**config.mk**
```make
export PLATFORM = sky130hd
export DESIGN_NAME = cycle_sequencer_flat
export DESIGN_NICKNAME = d
export VERILOG_FILES = /design/src/rtl/cycle_sequencer_if.sv /design/src/rtl/cycle_sequencer.sv /design/src/flat_wrapper.sv
export SDC_FILE = /design/constraint.sdc
export NUM_CORES = 1
export LEC_CHECK = 0
export CORE_AREA = 8 8 55 57
export CTS_BUF_LIST = sky130_fd_sc_hd__clkbuf_4 sky130_fd_sc_hd__clkbuf_8
export DETAILED_ROUTE_END_ITERATION = 10
export DIE_AREA = 0 0 63 65
export PLACE_DENSITY = 0.84
export SLEW_MARGIN = 20
export SYNTH_ARGS = -nofsm -noshare
export SYNTH_HDL_FRONTEND = slang
export SYNTH_SLANG_ARGS = --single-unit
export TNS_END_PERCENT = 30
```
**constraint.sdc**
```tcl
create_clock -name clk -period 2.35 [get_ports clk]
set_input_delay 0.47 -clock clk [delete_from_list [all_inputs] [get_ports clk]]
set_output_delay 0.47 -clock clk [all_outputs]
set_load 0.005 [all_outputs]
```
**src/rtl/cycle_sequencer_if.sv**
```systemverilog
`default_nettype none
// ============================================================================
// Module      : cycle_sequencer_if
// Description : Bus bundle between the machine-cycle sequencer and the
//               ROM / decoder side of the core.
//                 romData    - ROM nibble bus into the sequencer
//                 halt       - stop request, honoured only between instructions
//                 stepReq    - single-instruction step (SEQ_STEP_EN builds only)
//                 cycle      - current machine cycle (A1..X3 = 0..7)
//                 sync       - X3 marker while running
//                 opr/opa    - latched opcode / operand nibbles
//                 secondWord - second byte of a two-word instruction
//                 pcInc      - program-counter increment strobe
//                 irValid    - decoder execute window
//                 halted     - sequencer parked in HALTED
//               Modport master is the sequencer, slave is its consumer.
//               Optional feature macro: SEQ_STEP_EN.
// Revision    : 1.0 - initial release
// ============================================================================
interface cycle_sequencer_if;
    logic [3:0] romData;
    logic       halt;
`ifdef SEQ_STEP_EN
    logic       stepReq;
`endif
    logic [2:0] cycle;
    logic       sync;
    logic [3:0] opr;
    logic [3:0] opa;
    logic [7:0] secondWord;
    logic       pcInc;
    logic       irValid;
    logic       halted;

`ifdef SEQ_STEP_EN
    modport master (
        input  romData, halt, stepReq,
        output cycle, sync, opr, opa, secondWord, pcInc, irValid, halted
    );
    modport slave (
        output romData, halt, stepReq,
        input  cycle, sync, opr, opa, secondWord, pcInc, irValid, halted
    );
`else
    modport master (
        input  romData, halt,
        output cycle, sync, opr, opa, secondWord, pcInc, irValid, halted
    );
    modport slave (
        output romData, halt,
        input  cycle, sync, opr, opa, secondWord, pcInc, irValid, halted
    );
`endif
endinterface
`default_nettype wire

```
**src/rtl/cycle_sequencer.sv**
```systemverilog
`default_nettype none
// ============================================================================
// Module      : cycle_sequencer
// Description : Eight-cycle instruction sequencer (A1 A2 A3 M1 M2 X1 X2 X3).
//               Fetches one or two ROM words per instruction, latches the
//               opcode/operand nibbles and the second word, and parks in
//               HALTED between instructions when halt is requested.
//               Ports:
//                 clk - system clock, rising-edge active
//                 rst - asynchronous active-high reset
//                 bus - cycle_sequencer_if.master (see interface header)
//               Optional feature macro: SEQ_STEP_EN adds bus.stepReq, which
//               runs exactly one instruction out of HALTED.
// Revision    : 1.0 - initial release
// ============================================================================
module cycle_sequencer (
    input  wire                clk,
    input  wire                rst,
    cycle_sequencer_if.master  bus
);

    typedef enum logic [1:0] {
        RUN_W1 = 2'd0,
        RUN_W2 = 2'd1,
        HALTED = 2'd2
    } seqState_t;

    localparam logic [2:0] c_CYC_A1 = 3'd0;
    localparam logic [2:0] c_CYC_M1 = 3'd3;
    localparam logic [2:0] c_CYC_M2 = 3'd4;
    localparam logic [2:0] c_CYC_X1 = 3'd5;
    localparam logic [2:0] c_CYC_X3 = 3'd7;

    seqState_t  r_state;
    seqState_t  w_stateNext;
    logic [2:0] r_cycle;
    logic [2:0] w_cycleNext;
    logic [3:0] r_highNib;
    logic [3:0] r_opr;
    logic [3:0] r_opa;
    logic [7:0] r_secondWord;
    logic       w_twoWord;
    logic       w_running;
    logic       w_resume;

    // JCN, FIM (even opa only; odd opa is the single-word SRC), JUN, JMS, ISZ
    assign w_twoWord = (r_opr == 4'd1) ||
                       ((r_opr == 4'd2) && !r_opa[0]) ||
                       (r_opr == 4'd4) ||
                       (r_opr == 4'd5) ||
                       (r_opr == 4'd7);

    assign w_running = (r_state != HALTED);

`ifdef SEQ_STEP_EN
    // A step leaves HALTED even with halt held; the normal end-of-instruction
    // check then returns here after that single instruction.
    assign w_resume = !bus.halt || bus.stepReq;
`else
    assign w_resume = !bus.halt;
`endif

    // ------------------------------------------------------------------
    // State and cycle register
    // ------------------------------------------------------------------
    always_ff @(posedge clk or posedge rst) begin
        if (rst) begin
            r_state <= RUN_W1;
            r_cycle <= c_CYC_A1;
        end else begin
            r_state <= w_stateNext;
            r_cycle <= w_cycleNext;
        end
    end

    // ------------------------------------------------------------------
    // Next-state logic
    // ------------------------------------------------------------------
    always_comb begin
        w_stateNext = r_state;
        w_cycleNext = r_cycle + 3'd1;
        case (r_state)
            RUN_W1: begin
                if (r_cycle == c_CYC_X3) begin
                    // A two-word opcode always fetches its second word;
                    // halt can only take effect once the instruction is whole.
                    if (w_twoWord)
                        w_stateNext = RUN_W2;
                    else if (bus.halt)
                        w_stateNext = HALTED;
                    else
                        w_stateNext = RUN_W1;
                end
            end
            RUN_W2: begin
                if (r_cycle == c_CYC_X3)
                    w_stateNext = bus.halt ? HALTED : RUN_W1;
            end
            HALTED: begin
                // Cycle stays at A1 across the exit edge so the first A1
                // after resuming is a full clock long.
                w_cycleNext = c_CYC_A1;
                if (w_resume)
                    w_stateNext = RUN_W1;
            end
            default: begin
                w_stateNext = RUN_W1;
                w_cycleNext = c_CYC_A1;
            end
        endcase
    end

    // ------------------------------------------------------------------
    // Instruction word capture
    // ------------------------------------------------------------------
    always_ff @(posedge clk or posedge rst) begin
        if (rst) begin
            r_highNib    <= 4'd0;
            r_opr        <= 4'd0;
            r_opa        <= 4'd0;
            r_secondWord <= 8'd0;
        end else begin
            if (r_state == RUN_W1) begin
                if (r_cycle == c_CYC_M1)
                    r_highNib <= bus.romData;
                // opr and opa change on the same edge so the decoder never
                // sees a mixed old/new pair.
                if (r_cycle == c_CYC_M2) begin
                    r_opr <= r_highNib;
                    r_opa <= bus.romData;
                end
            end else if (r_state == RUN_W2) begin
                if (r_cycle == c_CYC_M1)
                    r_secondWord[7:4] <= bus.romData;
                if (r_cycle == c_CYC_M2)
                    r_secondWord[3:0] <= bus.romData;
            end
        end
    end

    // ------------------------------------------------------------------
    // Outputs
    // ------------------------------------------------------------------
    assign bus.cycle      = r_cycle;
    assign bus.opr        = r_opr;
    assign bus.opa        = r_opa;
    assign bus.secondWord = r_secondWord;
    assign bus.halted     = (r_state == HALTED);
    assign bus.sync       = w_running && (r_cycle == c_CYC_X3);
    assign bus.pcInc      = w_running && (r_cycle == c_CYC_M2);
    assign bus.irValid    = (r_cycle >= c_CYC_X1) &&
                            (((r_state == RUN_W1) && !w_twoWord) ||
                             (r_state == RUN_W2));

endmodule
`default_nettype wire

```
**src/flat_wrapper.sv**
```systemverilog
// flat-port wrapper written by rule: the top's interface ports become plain ports
module cycle_sequencer_flat 
  (clk, rst, bus_romData, bus_halt, bus_cycle, bus_sync, bus_opr, bus_opa, bus_secondWord, bus_pcInc, bus_irValid, bus_halted);
  cycle_sequencer_if bus_i ();
  input  wire clk;
  input  wire rst;
  input wire logic [$bits(bus_i.romData)-1:0] bus_romData;
  input wire logic [$bits(bus_i.halt)-1:0] bus_halt;
  output wire logic [$bits(bus_i.cycle)-1:0] bus_cycle;
  output wire logic [$bits(bus_i.sync)-1:0] bus_sync;
  output wire logic [$bits(bus_i.opr)-1:0] bus_opr;
  output wire logic [$bits(bus_i.opa)-1:0] bus_opa;
  output wire logic [$bits(bus_i.secondWord)-1:0] bus_secondWord;
  output wire logic [$bits(bus_i.pcInc)-1:0] bus_pcInc;
  output wire logic [$bits(bus_i.irValid)-1:0] bus_irValid;
  output wire logic [$bits(bus_i.halted)-1:0] bus_halted;
  assign bus_i.romData = bus_romData;
  assign bus_i.halt = bus_halt;
  assign bus_cycle = bus_i.cycle;
  assign bus_sync = bus_i.sync;
  assign bus_opr = bus_i.opr;
  assign bus_opa = bus_i.opa;
  assign bus_secondWord = bus_i.secondWord;
  assign bus_pcInc = bus_i.pcInc;
  assign bus_irValid = bus_i.irValid;
  assign bus_halted = bus_i.halted;
  cycle_sequencer u_core (.clk(clk), .rst(rst), .bus(bus_i));
endmodule
```
==> summary.md <==
| Metric | Value |
|---|---|
| Post-placement cell count | 137 |
| Leading cell type by number of instances after synthesis | dfrtp_1 |
| Remaining number of nets flagged by the antenna check after routing | 0 |
| First-pass GRT wire length | 3830 um |
| Top FF cell, synth | dfrtp_1 |
| Status | complete, no violations |
| Share of total power in sequential cells | a little over two fifths |
| Largest net degree at the start of global routing | 26 |
| # fillers | 170 |
| CTS Buf Count | 3 |
| Number of port buffers | 29 |
| Setup repair after global routing missed its margin | no |
| Clk sinks | 25 |
| Via-per-instance ratio | 5.28 |
| Final count of pins violating max slew | 0 |
| Library cell used as clock root buffer | clkbuf_4 |
| Crit Path Max Fanout | 5 |
| Post-DP HPWL | 1670 um |
| Net count after synthesis | 93 |
| Transition at the pin with the smallest max-transition slack | between 500 and 600 ps |
| Post-layout minimum cycle time | 2230 ps |
| Max_slew headroom | 60.2% |
| Met1 Wirelength | just over 900 um |
| Part of the power in the clock network | about a tenth |
| Final std cells w/o fill | 142 |
| Synth unique cells | 21 |
| Die area | between 4000 and 5000 um2 |
| Largest area contributor in the synthesized netlist | dfrtp_1 |
| Placeable core region | about 2100 um2 |
| Uppermost signal routing layer after detailed routing | met4 |
| Final critical-path share of the clock period | a little over nine tenths |
| Post-synthesis instance area | roughly 1100 um2 |
| Data arrival, critical path | 1760 ps |
| Wire length after detailed routing | between 2000 and 2500 um |
| Final number of setup-violating endpoints | 0 |
| Sequential area share after synthesis | 56.2% |
| Power density cells | 1330 nW/um2 |
| Die width | 63 um |
| Height of the chip | between 60 and 70 um |
| Hold bufs inserted after CTS | 0 |
| Global route overflow | 0 |
| Routed wire length per instance | 15.7 um |
| Nature of the critical path startpoint | register |
| Number of remaining DRC errors | 0 |
| Req. time, crit path | between 1500 and 2000 ps |
| Async set-or-reset flop fraction in the synthesized netlist | 100% |
| Utilization after layout | between 60% and 70% |
| WL met2 | 1120 um |
| Total Power Consumption | 1940 uW |
| Yosys reg bits | 25 |
| Synth cell count leaders | dfrtp_1, mux2_2, inv_1 |
| Post-layout net count | 127 |
| Number of diodes added for antenna fixing | 0 |
| Comb power frac | 48.5% |
| Global routing usage summed across all routing layers | 11.5% |
| Number of ports placed on the die boundary | 30 |
| Worst setup EP type | output pin |
| Synth warn | 0 |
| Metal3 WL | 135 um |
| Deepest level of the CTS H-tree | 1 |
| Routability Congestion | 0.749 |
| Number of antenna violations at the first check in global routing | 0 |
| Vias in the first global route | 816 |
| Starting density of the core | 51.8% |
| Maximum buffer depth of the clock tree | 2 |
| Fmax achieved | between 0.4 and 0.5 GHz |
| Synth-to-Final Area Change | 31.2% |
| Total number of vias | 750 |
| Synth Area per Inst | roughly 14 um2 |
| Critical path start-end classification | reg -> out |
| Core Rows | 17 |
| Total Neg Setup Slack | 0 ps |
| Cell types with the largest area share after synthesis | dfrtp_1, mux2_2, ha_1 |
| Fraction of final layout cells with drive strength greater than 1 | 24.6% |
| Largest vdd supply drop | 0.832 mV |
| Maxcap violations | 0 |
| Number of failing hold endpoints at the final stage | 0 |
| Net switching power | about 610 uW |
| Static Leak | 0.000645 uW |
| TritonCTS clock tree | built |
| Type of the most critical hold path | in -> async |
| Number of flops mapped to enable cells by yosys | 0 |
| Initial drt markers | 33 |
| Internal | ~1300 uW |
| Setup Skew | around 4.4 ps |
| First-pass DRT Iterations | 4 |
| Number of instances in the synthesized netlist | 81 |
| Clock-pin slew on the worst setup and hold paths | around 120 ps |
| Skew-Pair Late Insertion Delay | 310 ps |
| Fraction of power spent switching nets | 31.3% |
| Fraction of post-synthesis cell area in the top cell type by area | 56.2% |
==> state kept, by name, indices dropped and copies added, names as in the netlist <==
name / count
u_core.r_highNib: 4
u_core.r_state: 2
u_core.bus.opr: 4
u_core.bus.cycle: 3
u_core.bus.opa: 4
u_core.bus.secondWord: 8
==> cells in the final DEF, fill, tap and decap left out, types with 2 or more instances in the layout <==
cell | netlist | routed
nor2b_1 | 4 | 4
inv_1 | 6 | 6
dfrtp_1 | 25 | 24
ha_1 | 5 | 5
clkdlybuf4s50_1 | 0 | 27
nor2_1 | 5 | 5
mux2_2 | 20 | 20
clkbuf_4 | 0 | 3
buf_4 | 0 | 2
==> worst paths after layout <==
check	end	slack, ps	depth (start not counted)	startpoint
setup / recovery	bus_irValid	120	5	u_core.bus.cycle[0]
setup reg to reg	u_core.r_highNib[3]	580	4	u_core.bus.cycle[1]
min in group clk	u_core.bus.secondWord[5]	520	1	u_core.bus.secondWord[5]
max in group asynchronous	u_core.bus.cycle[0]	1600	3	rst
hold / removal	u_core.r_highNib[1]	490	3	rst
hold reg to reg	u_core.bus.secondWord[5]	520	1	u_core.bus.secondWord[5]
==> through the flow <==
step                cell area, um2  setup WS (ps)  hold WS, ps
floorplan                     1110            709          475
global placement              1420            375          483
detailed placement            1420            365          491
CTS                           1450           49.7          480
global route                  1460           8.11          503
finish                        1460            116          490
==> worst max-delay path, cell delays in order (launching register included) <==
cell           delay (ps)
dfrtp_2               460
buf_4                 140
ha_1                  180
o311ai_0              340
a21oi_1                70
dlygate4sd2_1         270
==> routing by layer <==
layer | global-route usage [%] | up-vias
met5 | 0 | -
met4 | 6.84 | 0
met3 | 2.75 | 4
met2 | 19.2 | 31
met1 | 13.1 | 365
li1 | - | 350
==> cells by family after synthesis <==
group / share of synthesized area, %
AND/OR/NAND/NOR: 10.0
AO/OA/AOI/OAI: 3.93
buffers and inverters: 4.04
multiplexers: 20.2
adder cells (fa/ha/maj): 5.62
flip-flops: 56.2
==> power groups by stage <==
stage	combinational, uW	clock, uW	sequential, uW
after floorplan	469	0	797
after global placement	925	0	811
after detailed placement	955	0	825
after CTS	949	193	818
after global routing	1030	208	857
final	939	180	819
==> cell type report <==
type,count,area [um2],area share (%)
clock buffers,3,22.5,1.54
clock inverters,1,5.00,0.342
inverters,6,22.5,1.54
multi-input cells,48,443,30.3
flip-flops and latches,25,627,42.9
well taps,28,35.0,2.40
repair buffers,31,307,21.0
==> timing repair <==
| action | in CTS | in global routing |
|---|---|---|
| resized for setup | 1 | 2 |
| setup endpoints to repair | 1 | 1 |
| buffers inserted | 0 | 1 |
No activity file was read; power rests on OpenSTA's default activity.
